`src/rtl/n_term_wire_probe.sv`:
```
// rtl/n_term_wire_probe.sv - north terminal wire snapshot, masked compare and serial readout
module n_term_wire_probe #(
  parameter int WIDTH = 48,
  parameter int CNT_W = 16
) (
  input  logic             UserCLK,
  input  logic             resetn,
  input  logic [WIDTH-1:0] from_N_bus,
  input  logic [WIDTH-1:0] exp_pattern,
  input  logic [WIDTH-1:0] cmp_mask,
  input  logic             start_valid,
  output logic             start_ready,
  output logic             sout_data,
  output logic             sout_valid,
  input  logic             sout_ready,
  output logic             done,
  output logic [6:0]       diff_bits,
  output logic [CNT_W-1:0] fail_cnt,
  input  logic             clr_cnt
);

  localparam int IDX_W = $clog2(WIDTH);
  localparam logic [IDX_W-1:0] LAST_IDX = IDX_W'(WIDTH - 1);

  typedef enum logic {IDLE, SHIFT} state_t;

  state_t           state;
  logic [WIDTH-1:0] snap;
  logic [IDX_W-1:0] idx;
  logic [IDX_W-1:0] idx_nxt;
  logic             cnt_pend;
  logic [WIDTH-1:0] mism;
  logic [6:0]       pop;

  assign mism    = (from_N_bus ^ exp_pattern) & cmp_mask;
  assign idx_nxt = idx + IDX_W'(1);

  always_comb begin
    pop = '0;
    for (int i = 0; i < WIDTH; i++) begin
      pop = pop + {6'd0, mism[i]};
    end
  end

  // sout_data is registered: loaded with bit 0 at accept, then the next bit on each handshake.
  always_ff @(posedge UserCLK) begin
    if (!resetn) begin
      state       <= IDLE;
      snap        <= '0;
      idx         <= '0;
      cnt_pend    <= 1'b0;
      start_ready <= 1'b1;
      sout_valid  <= 1'b0;
      sout_data   <= 1'b0;
      done        <= 1'b0;
      diff_bits   <= '0;
      fail_cnt    <= '0;
    end else begin
      done     <= 1'b0;
      cnt_pend <= 1'b0;

      // Increment lands one edge after diff_bits becomes visible; clear has priority.
      if (clr_cnt) begin
        fail_cnt <= '0;
      end else if (cnt_pend && (fail_cnt != {CNT_W{1'b1}})) begin
        fail_cnt <= fail_cnt + CNT_W'(1);
      end

      case (state)
        IDLE: begin
          if (start_valid) begin
            snap        <= from_N_bus;
            diff_bits   <= pop;
            cnt_pend    <= (pop != 7'd0);
            idx         <= '0;
            sout_data   <= from_N_bus[0];
            sout_valid  <= 1'b1;
            start_ready <= 1'b0;
            state       <= SHIFT;
          end
        end
        SHIFT: begin
          if (sout_ready) begin
            if (idx == LAST_IDX) begin
              sout_valid  <= 1'b0;
              sout_data   <= 1'b0;
              start_ready <= 1'b1;
              done        <= 1'b1;
              idx         <= '0;
              state       <= IDLE;
            end else begin
              idx       <= idx_nxt;
              sout_data <= snap[idx_nxt];
            end
          end
        end
        default: begin
          state       <= IDLE;
          sout_valid  <= 1'b0;
          start_ready <= 1'b1;
        end
      endcase
    end
  end

endmodule

```
`config.mk`:
```
export PLATFORM = sky130hd
export DESIGN_NAME = n_term_wire_probe
export DESIGN_NICKNAME = d
export VERILOG_FILES = /design/src/rtl/n_term_wire_probe.sv
export SDC_FILE = /design/constraint.sdc
export NUM_CORES = 1
export LEC_CHECK = 0
export ABC_AREA = 1
export CORE_MARGIN = 2
export CORE_UTILIZATION = 47
export DETAILED_ROUTE_END_ITERATION = 8
export PLACE_DENSITY = 0.86
export SYNTH_ARGS = -nofsm -noshare
export SYNTH_HDL_FRONTEND = slang
export SYNTH_SLANG_ARGS = --single-unit
```
`constraint.sdc`:
```
create_clock -name UserCLK -period 9.2 [get_ports UserCLK]
set_clock_uncertainty 0.15 [all_clocks]
set_input_delay 1.84 -clock UserCLK [delete_from_list [all_inputs] [get_ports UserCLK]]
set_output_delay 1.84 -clock UserCLK [all_outputs]
set_load 0.03 [all_outputs]
```
Yosys cells after proc, flatten, opt, wreduce, memory -nomap -nowiden
Index checks and enable logic that the tools add are counted.
{ "classes": {"n_addsub": 49, "n_lt_le_gt_ge": 1, "eq_ne": 5, "n_mux": 23, "bitwise_logic": 5, "n_reduce_logical": 8} }
{ "op_table": {"columns": ["operator", "count"], "rows": [
  ["$add A7 B1 Y7", 41],
  ["$and A48 B48 Y48", 1],
  ["$xor A48 B48 Y48", 1],
  ["$mux W6", 3],
  ["$add A16 B1 Y16 const B", 1],
  ["$ne A16 B16 Y1 const B", 1],
  ["$mux W1", 14],
  ["$pmux W6 S2", 1],
  ["$pmux W1 S2", 4],
  ["$add A6 B1 Y7", 1],
  ["$lt A6 B7 Y1 const B", 1],
  ["$reduce_bool A7 Y1", 1],
  ["$add A5 B1 Y6", 1],
  ["$add A6 B1 Y6 const B", 1],
  ["$bmux W1 S6", 1],
  ["$eq A6 B6 Y1 const B", 1],
  ["$reduce_and A3 Y1", 2],
  ["$add A4 B1 Y5", 1],
  ["$add A3 B1 Y4", 1],
  ["$ne A2 B2 Y1 const B", 2],
  ["$reduce_and A2 Y1", 2],
  ["$add A2 B1 Y3", 1],
  ["$not A1 Y1", 3],
  ["$reduce_or A3 Y1", 1],
  ["4 further kinds", 4]
]} }
{ "totals": {"regBits": 83, "in_bits": 149, "output_inout_bits": 27, "wordCells": 101} }

Longest topological paths before layout
Gate-level depths: netlist (run 1).
{ "depth": {"ltp_word": 50, "depth_mapped": 25, "ltp_nobuf": 25} }

Least setup slack after synthesis (run 1)
No wires, ideal clock.
{ "synth_timing": {"kind": "input to register", "startpoint": "input exp_pattern[11]", "endpoint": "register diff_bits[4]", "setup_ns": 0.116, "t_arrival_ns": 6.820, "t_required_ns": 8.934, "path_slack_ns": 2.114, "stages": 21, "path_buffers": 0, "cell_sequence": "xor2_1 nand2_1 fa_1 inv_1 fa_1 inv_1 fa_1 fa_1 fa_1 fa_1 fa_1 inv_1 ha_1 fa_1 nand3_1 nand2_1 xor2_1 inv_1 nand2_1 o211ai_1 inv_1"} }
{ "synth_between": {"elab_chain_cells": 39} }
{ "synth_rtl": {"columns": ["item", "line_no", "source"], "rows": [
  ["start, declared", "9", "input logic [WIDTH-1:0] exp_pattern,"],
  ["$xor A48 B48 Y48", "35", "assign mism = (from_N_bus ^ exp_pattern) & cmp_mask;"],
  ["$and A48 B48 Y48", "35", null],
  ["$add A7 B1 Y7 (37 in series)", "41", "pop = pop + {6'd0, mism[i]};"],
  ["end signal, assigned", "73", "diff_bits <= pop;"],
  ["end, declared", "17", "output logic [6:0] diff_bits,"]
]} }
Every way passes these cells.
A chain may end at the register's enable or synchronous reset.

Worst setup path after layout (run 1)
{ "layout_timing": {"startpoint": "input from_N_bus[1]", "endpoint": "register cnt_pend"} }
{ "layout_between": {"elab_chain_cells": 50} }
{ "layout_rtl": {"columns": ["item", "line_no", "source"], "rows": [
  ["start, declared", "8", "input logic [WIDTH-1:0] from_N_bus,"],
  ["$xor A48 B48 Y48", "35", null],
  ["$and A48 B48 Y48", "35", null],
  ["$add A1 B1 Y2", "41", null],
  ["$add A2 B1 Y3", "41", null],
  ["$add A3 B1 Y4", "41", null],
  ["$add A4 B1 Y5", "41", null],
  ["$add A5 B1 Y6", "41", null],
  ["$add A6 B1 Y7", "41", null],
  ["$add A7 B1 Y7 (41 in series)", "41", null],
  ["$reduce_bool A7 Y1", "74", "cnt_pend <= (pop != 7'd0);"],
  ["end signal, assigned", "74", null],
  ["end, declared", "31", "logic cnt_pend;"]
]} }
Every way passes these cells.

==> run metrics, run 1 <==
Tmin final 7733 ps; worst path required time between 9000 and 10000 ps; Worst setup endpoint cnt_pend; Max Slew Vio Count 0; Yosys cell types 35; TritonCTS Sinks 82; Static Leakage around 3.3 nW; #FFs+latches synth 82; Hold Fails Final Rpt 0; outcome finished, final reports clean; Antenna diodes 0; met2 wire len just under 8000 um; worst reg-to-reg setup slack 6600 ps; Clock power frac 18.2%; FMAX around 0.13 GHz; Vias ~5400; Synth Area per Inst 7.308 um2; Initial DRT Pass Iterations 5; worst-skew pair later-pin latency between 300 and 400 ps; # DRC 0; final setup TNS 0 ps; Tcrit/Tclk final between 80% and 90%; Rel. slew slack between 40% and 50%; highest routed layer met4; crit-path max cell delay about 540 ps; gr usage total about a quarter; Commonest cells post-synth nand2_1, inv_1, nor2_1, dfxtp_1, o21ai_0; total gr overflow 0; Crit Path Max Fanout 2; internal power 1.184 mW; vias per cell roughly 5; Crit path top cell by count fa_1; WP depth 16; share of the synthesized area in the top cell type around 30%; largest net degree at the start of global routing 78; share of post-route cells with drive strength above 1 3.587%; GP Congestion ~0.94; Hold Buf Count CTS 0; Met3 Wirelength ~820 um; CP cell instances clkdlybuf4s50_1, xor2_1, nand2_1, fa_1, fa_1, fa_1, fa_1, fa_1, fa_1, fa_1, inv_1, ha_1, fa_1, xor2_1, nor4_1, a31oi_1; clk buf depth 2; wl on met1 ~6700 um; kind of cell adding the most delay to the critical path adder cells; Worst-Margin Slew 787.5 ps; Starting Density around half; crit end category flip-flop; Final nets between 1000 and 1500; net switching power approximately 0.96 mW; CTS tree done; post-synth top area cell dfxtp_1; Post-DP Area between 7000 and 8000 um2; Post-CTS Resized 0; CTS Buf Count 9; Critical path origin from_N_bus[1]; Seq pwr share 18.9%; first-iteration detailed-routing DRC count 290; Worst EP arrival 7790 ps; power density over cell area about 280 nW/um2; first-pass GRT wire length ~26000 um; Post-synth EDFFs 0; R2R cell count 11; fraction of registers with async set/reset 0%; maximum vdd drop ~0.37 mV; die height roughly 110 um; prevailing post-synth register cell dfxtp_1; Netlist Area Pre-Place 5510 um2; most common cell in the netlist nand2_1; port buffer count ~170; Layout area overhead 38.69%; sw frac around 45%; number of I/O pins approximately 180; largest cells by area after synthesis dfxtp_1, fa_1, nand2_1; RSZ-0062 raised after global routing no; reg2reg end sout_data; slowest CP cell fa_1; sequential area share after synthesis between 20% and 30%; Rows 39; worst reg2reg path startpoint idx[1]; crit start category input pin; number of global-route vias before repair approximately 5500; final WL about 16000 um; CTS root buf clkbuf_16; H-tree level count 3; Synth Instances roughly 750; WL/cell approximately 15 um; maxcap violations 0; Routed Antenna Nets 0; worst hold-check path type flip-flop to flip-flop; post-CTS setup buffers 0; core footprint between 10000 and 15000 um2; post-synth net total 954; final setup violation count 0; Worst Hold Launch snap[44]; clk slew on worst S/H paths 60 ps; CP Class input pin to flip-flop; Die ar. between 10000 and 15000 um2; Post-DP HPWL 12470 um; Combinational Power Share around 63%; initial antenna violation count 0; Die Width approximately 110 um; design area between 7000 and 8000 um2; Syn. warnings 0; Worst Path Buf+Inv 2
[cell usage in the layout, fill, tap and decap left out, types with 3 or more instances in the layout]
| cell type | instances |
|---|---|
| a21oi_1 | 58 |
| buf_4 | 4 |
| clkbuf_16 | 9 |
| clkdlybuf4s50_1 | 174 |
| dfxtp_1 | 82 |
| fa_1 | 39 |
| ha_1 | 12 |
| inv_1 | 110 |
| nand2_1 | 137 |
| nand3_1 | 40 |
| nand4_1 | 5 |
| nor2_1 | 97 |
| nor2_2 | 3 |
| nor3_2 | 3 |
| nor4_1 | 3 |
| o211ai_1 | 6 |
| o21ai_0 | 67 |
| xor2_1 | 40 |
[final cells by class]
cell class | instances | area (um2)
Fill cell | 971 | 3776
Multi-Input combinational cell | 532 | 3306
Timing Repair Buffer | 178 | 1772
Sequential cell | 82 | 1642
Inverter | 112 | 422.9
Clock buffer | 12 | 246.5
Tap cell | 143 | 178.9
Clock inverter | 4 | 75.07
[power groups by stage]
stage	registers [mW]	clock network [mW]	logic, mW
final	0.404	0.391	1.35
after global routing	0.407	0.408	1.54
after CTS	0.404	0.392	1.34
after detailed placement	0.411	0	1.30
after global placement	0.411	0	1.23
after floorplan	0.431	0	0.936
[per-layer routing]
metal | vias to the layer above | global-route usage, %
li1 | 2692 | -
met1 | 2463 | 32.83
met2 | 200 | 45.26
met3 | 42 | 3.240
met4 | 0 | 11.38
met5 | - | 0
[worst reg2reg max path, stage by stage, from the launching register on]
cell	delay, ps
dfxtp_1	340
ha_1	790
inv_1	370
nor2_1	170
nand2_1	60
nand3_1	120
nand3_1	100
nand3_1	90
nand3_1	90
nand2_1	90
nand2_1	50
a21oi_1	120
[state kept, by name, indices dropped and copies added, names as in the netlist]
signal,count
cnt_pend,1
diff_bits,6
done,1
fail_cnt,16
idx,6
snap,48
sout_data,1
sout_valid,1
start_ready,1
state,1
[cells by family after synthesis]
family,after synthesis,synth area share [%]
buf+inv,140,10.22
other cells,1,0.06805
simple gates,297,22.77
flops,82,29.79
fa+ha+maj,51,16.89
xor+xnor,43,6.971
compound gates,140,13.28
[how the worst min path moves through the flow]
| stage | end | cells past startpoint |
|---|---|---|
| 2_1_floorplan | snap[15] | 2 |
| 3_3_place_gp | snap[15] | 2 |
| 3_5_place_dp | snap[15] | 2 |
| 6_report | snap[44] | 2 |
| 5_1_grt | snap[6] | 2 |
| 4_1_cts | snap[15] | 2 |
[stage by stage]
step | instances | total power [mW] | utilization, % | setup WS [ps] | hold slack (ps)
2_1_floorplan | 754 | 1.367 | - | 2114 | 274.5
3_3_place_gp | 1047 | 1.645 | 64.11 | 1361 | 285.9
3_5_place_dp | 1047 | 1.716 | 64.11 | 1215 | 294.4
4_1_cts | 1063 | 2.139 | 66.93 | 1446 | 302.4
5_1_grt | 1063 | 2.356 | 66.93 | 1236 | 319.6
6_report | 1063 | 2.143 | 66.93 | 1467 | 302.3
Note: power is estimated with default switching activity, not from simulation.
==> run 2: changes to the inputs <==
--- a/config.mk
+++ b/config.mk
@@ -7,9 +7,9 @@
 export LEC_CHECK = 0
 export ABC_AREA = 1
 export CORE_MARGIN = 2
-export CORE_UTILIZATION = 47
+export CORE_UTILIZATION = 43
 export DETAILED_ROUTE_END_ITERATION = 8
-export PLACE_DENSITY = 0.86
+export PLACE_DENSITY = 0.83
 export SYNTH_ARGS = -nofsm -noshare
 export SYNTH_HDL_FRONTEND = slang
 export SYNTH_SLANG_ARGS = --single-unit
==> constraint.sdc (replaced) <==
create_clock -name UserCLK -period 7.1 [get_ports UserCLK]
set_clock_uncertainty 0.15 [all_clocks]
set_input_delay 1.42 -clock UserCLK [delete_from_list [all_inputs] [get_ports UserCLK]]
set_output_delay 1.42 -clock UserCLK [all_outputs]
set_load 0.03 [all_outputs]
==> run 2 against run 1 <==
Die area rose by 9.0%. Combinational power increased by 76%. Critical endpoint is now diff_bits[4]. Register-to-register slack worse by 2400 ps. Critical path type unchanged. Cell count rose by 4.9%. Non-clock buffer count grew 23. Largest cell class unchanged.
==> run metrics, run 2 (same netlist as run 1, synthesis figures left out) <==
worst path required time 7180 ps (was 9260 ps); sw frac 46.10% (was 44.75%); Place WS -517.3 ps (was 1215 ps); hold path depth 2 (unchanged); H-tree level count 3 (unchanged); Hold Path End snap[15] (was snap[44]); largest net degree at the start of global routing 86 (was 78); Tmin final between 7000 and 8000 ps; Rows 41 (was 39); crit end category flip-flop (unchanged); worst hold-check path type flip-flop to flip-flop (unchanged); port buffer count 174 (unchanged); internal power 1.818 mW (was 1.184 mW); maxcap violations 0 (unchanged); net switching power 1.555 mW (was 0.9590 mW); Hold Buf Count CTS 0 (unchanged); first-iteration detailed-routing DRC count 551 (was 290); Worst Hold Launch snap[15] (was snap[44]); CTS Buf Count 9 (unchanged); clk slew on worst S/H paths 70 ps (was 60 ps); worst-skew pair later-pin latency 350 ps (was 340 ps); Die ar. 13740 um2 (was 12610 um2); # DRC 0 (unchanged); max reg flops 48 (unchanged); vias per cell 5.007 (was 5.077); crit-path max cell delay 610 ps (was 540 ps); Vias 5583 (was 5397); Static Leakage 3.755 nW (was 3.275 nW); Clock power frac 14.3% (was 18.2%); CTS root buf clkbuf_16 (unchanged); first-pass GRT wire length 25500 um (was 26170 um); GP Congestion 0.9322 (was 0.9426); most frequent cells in the layout nand2_1, clkdlybuf4s50_1, inv_1, nor2_1, dfxtp_1 (was clkdlybuf4s50_1, nand2_1, inv_1, nor2_1, dfxtp_1); post-CTS setup buffers 0 (unchanged); Starting Density 43.84% (was 48.26%); Worst-Margin Slew 1119 ps (was 787.5 ps); reg2reg end sout_data (unchanged); Tcrit/Tclk final between 90% and 100%; Rel. slew slack 25.32% (was 47.12%); final WL 17410 um (was 15960 um); CTS tree done (unchanged); total gr overflow 0 (unchanged); CP cell instances clkdlybuf4s50_1, xor2_1, nand2_1, fa_1, fa_1, fa_1, fa_2, fa_1, fa_2, fa_1, inv_1, ha_2, fa_2, nand3_2, nand2_2, xor2_1, inv_1, nand2_1, o211ai_1, inv_1 (was clkdlybuf4s50_1, xor2_1, nand2_1, fa_1, fa_1, fa_1, fa_1, fa_1, fa_1, fa_1, inv_1, ha_1, fa_1, xor2_1, nor4_1, a31oi_1); core footprint 12570 um2 (was 11420 um2); worst reg2reg path startpoint idx[0] (was idx[1]); Final nets 1138 (was 1115); R2R cell count 12 (was 11); Largest Register snap (unchanged); number of global-route vias before repair 5370 (was 5471); crit start category input pin (unchanged); Hold Fails Final Rpt 0 (unchanged); dpl cells 1099 (was 1047); outcome finished, final reports clean (unchanged); Non-Filler Instances 1115 (was 1063); Crit Path Max Fanout 2 (unchanged); Post-DP HPWL 12650 um (was 12470 um); final core utilization 63.90% (was 66.93%); Antenna diodes 0 (unchanged); final setup TNS 0 ps (unchanged); initial antenna violation count 0 (unchanged); Routed Antenna Nets 0 (unchanged); footprint of the multi-input gates 3405 um2 (was 3306 um2); Crit path top cell by count fa_1 (unchanged); share of post-route cells with drive strength above 1 10.18% (was 3.587%); maximum vdd drop 0.6047 mV (was 0.3675 mV); gr usage total 24.30% (was 26.11%); Fillers 1056 (was 971); number of I/O pins 176 (unchanged); Die Width 117.2 um (was 112.3 um); register area 1642 um2 (unchanged); worst reg-to-reg setup slack 4230 ps (was 6600 ps); CP Class input pin to flip-flop (unchanged); Combinational Power Share 70.2% (was 62.9%); Seq pwr share 15.6% (was 18.9%); Initial DRT Pass Iterations 8 (was 5); die height 117.2 um (was 112.3 um); slowest CP cell fa_1 (unchanged); Worst Setup Slack, final 16.35 ps (was 1467 ps); largest registers snap: 48 flops, fail_cnt: 16 flops (unchanged); TritonCTS Sinks 82 (unchanged); Layout area overhead 45.75% (was 38.69%); FMAX around 0.14 GHz; Worst EP arrival 7170 ps (was 7790 ps); final setup violation count 0 (unchanged); most common cell after layout, fill and taps aside nand2_1 (was clkdlybuf4s50_1); power density over cell area 419.9 nW/um2 (was 280.4 nW/um2); Max Slew Vio Count 0 (unchanged); WL/cell 15.61 um (was 15.01 um); clk buf depth 2 (unchanged)
==> run 2: cell types whose count changed in the layout (fill, tap and decap cells not counted), moves of 10 or more <==
cell / delta
fa_2: +11
clkdlybuf4s50_1: -45
inv_1: -10
fa_1: -11
inv_2: +10
buf_4: +23
dlymetal6s2s_1: +43
==> run 2: worst max-delay path by stage <==
stage | startpoint | to | slack (ps) | cells past startpoint
CTS | from_N_bus[1] | cnt_pend | 0.6 | 20
detailed placement | from_N_bus[1] | cnt_pend | -520 | 16
global placement | from_N_bus[1] | diff_bits[4] | -380 | 20
finish | exp_pattern[9] | diff_bits[4] | 20 | 20
floorplan | exp_pattern[11] | diff_bits[4] | 430 | 21
global route | exp_pattern[9] | diff_bits[4] | -140 | 20
==> run 2: power by group through the flow <==
| stage | clock network (mW) | registers (mW) | logic, mW |
|---|---|---|---|
| floorplan | 0 | 0.558 | 1.21 |
| detailed placement | 0 | 0.534 | 1.86 |
| global placement | 0 | 0.532 | 1.78 |
| finish | 0.482 | 0.525 | 2.37 |
| global route | 0.500 | 0.529 | 2.62 |
| CTS | 0.483 | 0.524 | 1.88 |
==> run 2: through the flow <==
| stage | area [um2] | total power [mW] | hold slack [ps] |
|---|---|---|---|
| after floorplan | 5510 | 1.771 | 274.5 |
| after global placement | 7530 | 2.312 | 288.2 |
| after detailed placement | 7530 | 2.396 | 292.4 |
| final | 8031 | 3.372 | 303.6 |
| after CTS | 7849 | 2.889 | 300.9 |
| after global routing | 8031 | 3.645 | 318.3 |
==> run 2: timing repair <==
action                     4_1_cts  5_1_grt
setup endpoints to repair        3        4
pin swaps                        6       66
gates resized for setup          5       79
==> run 2: area by class of cell <==
| type | instances | area share (%) |
|---|---|---|
| Sequential cell | 82 | 20.44 |
| Multi-Input combinational cell | 532 | 42.39 |
| Inverter | 112 | 5.266 |
| Timing Repair Buffer | 201 | 25.42 |
| Clock inverter | 6 | 0.8257 |
| Tap cell | 172 | 2.680 |
| Clock buffer | 10 | 2.976 |
==> run 2: layer usage <==
| metal | wire, um | track usage [%] | vias to the layer above |
|---|---|---|---|
| met5 | 0 | 0 | - |
| met4 | 607 | 10.98 | 0 |
| met3 | 963 | 3.347 | 47 |
| met2 | 8842 | 42.99 | 214 |
| met1 | 6993 | 29.31 | 2588 |
| li1 | - | - | 2734 |
==> run 2: critical path: cells and delay by family <==
family | cells | cell delay (ps)
adders and majority gates | 9 | 4320
buffers and inverters | 4 | 680
and+or+nand+nor | 4 | 320
xor gates and xnor gates | 2 | 300
AOI/OAI and AO/OA | 1 | 140
==> run 3: changes to the inputs <==
--- a/config.mk
+++ b/config.mk
@@ -10,6 +10,7 @@
 export CORE_UTILIZATION = 43
 export DETAILED_ROUTE_END_ITERATION = 8
 export PLACE_DENSITY = 0.83
+export SKIP_LAST_GASP = 1
 export SYNTH_ARGS = -nofsm -noshare
 export SYNTH_HDL_FRONTEND = slang
 export SYNTH_SLANG_ARGS = --single-unit
==> results of run 3 <==
The final DEF is identical to that of run 2; final timing and power are the same.
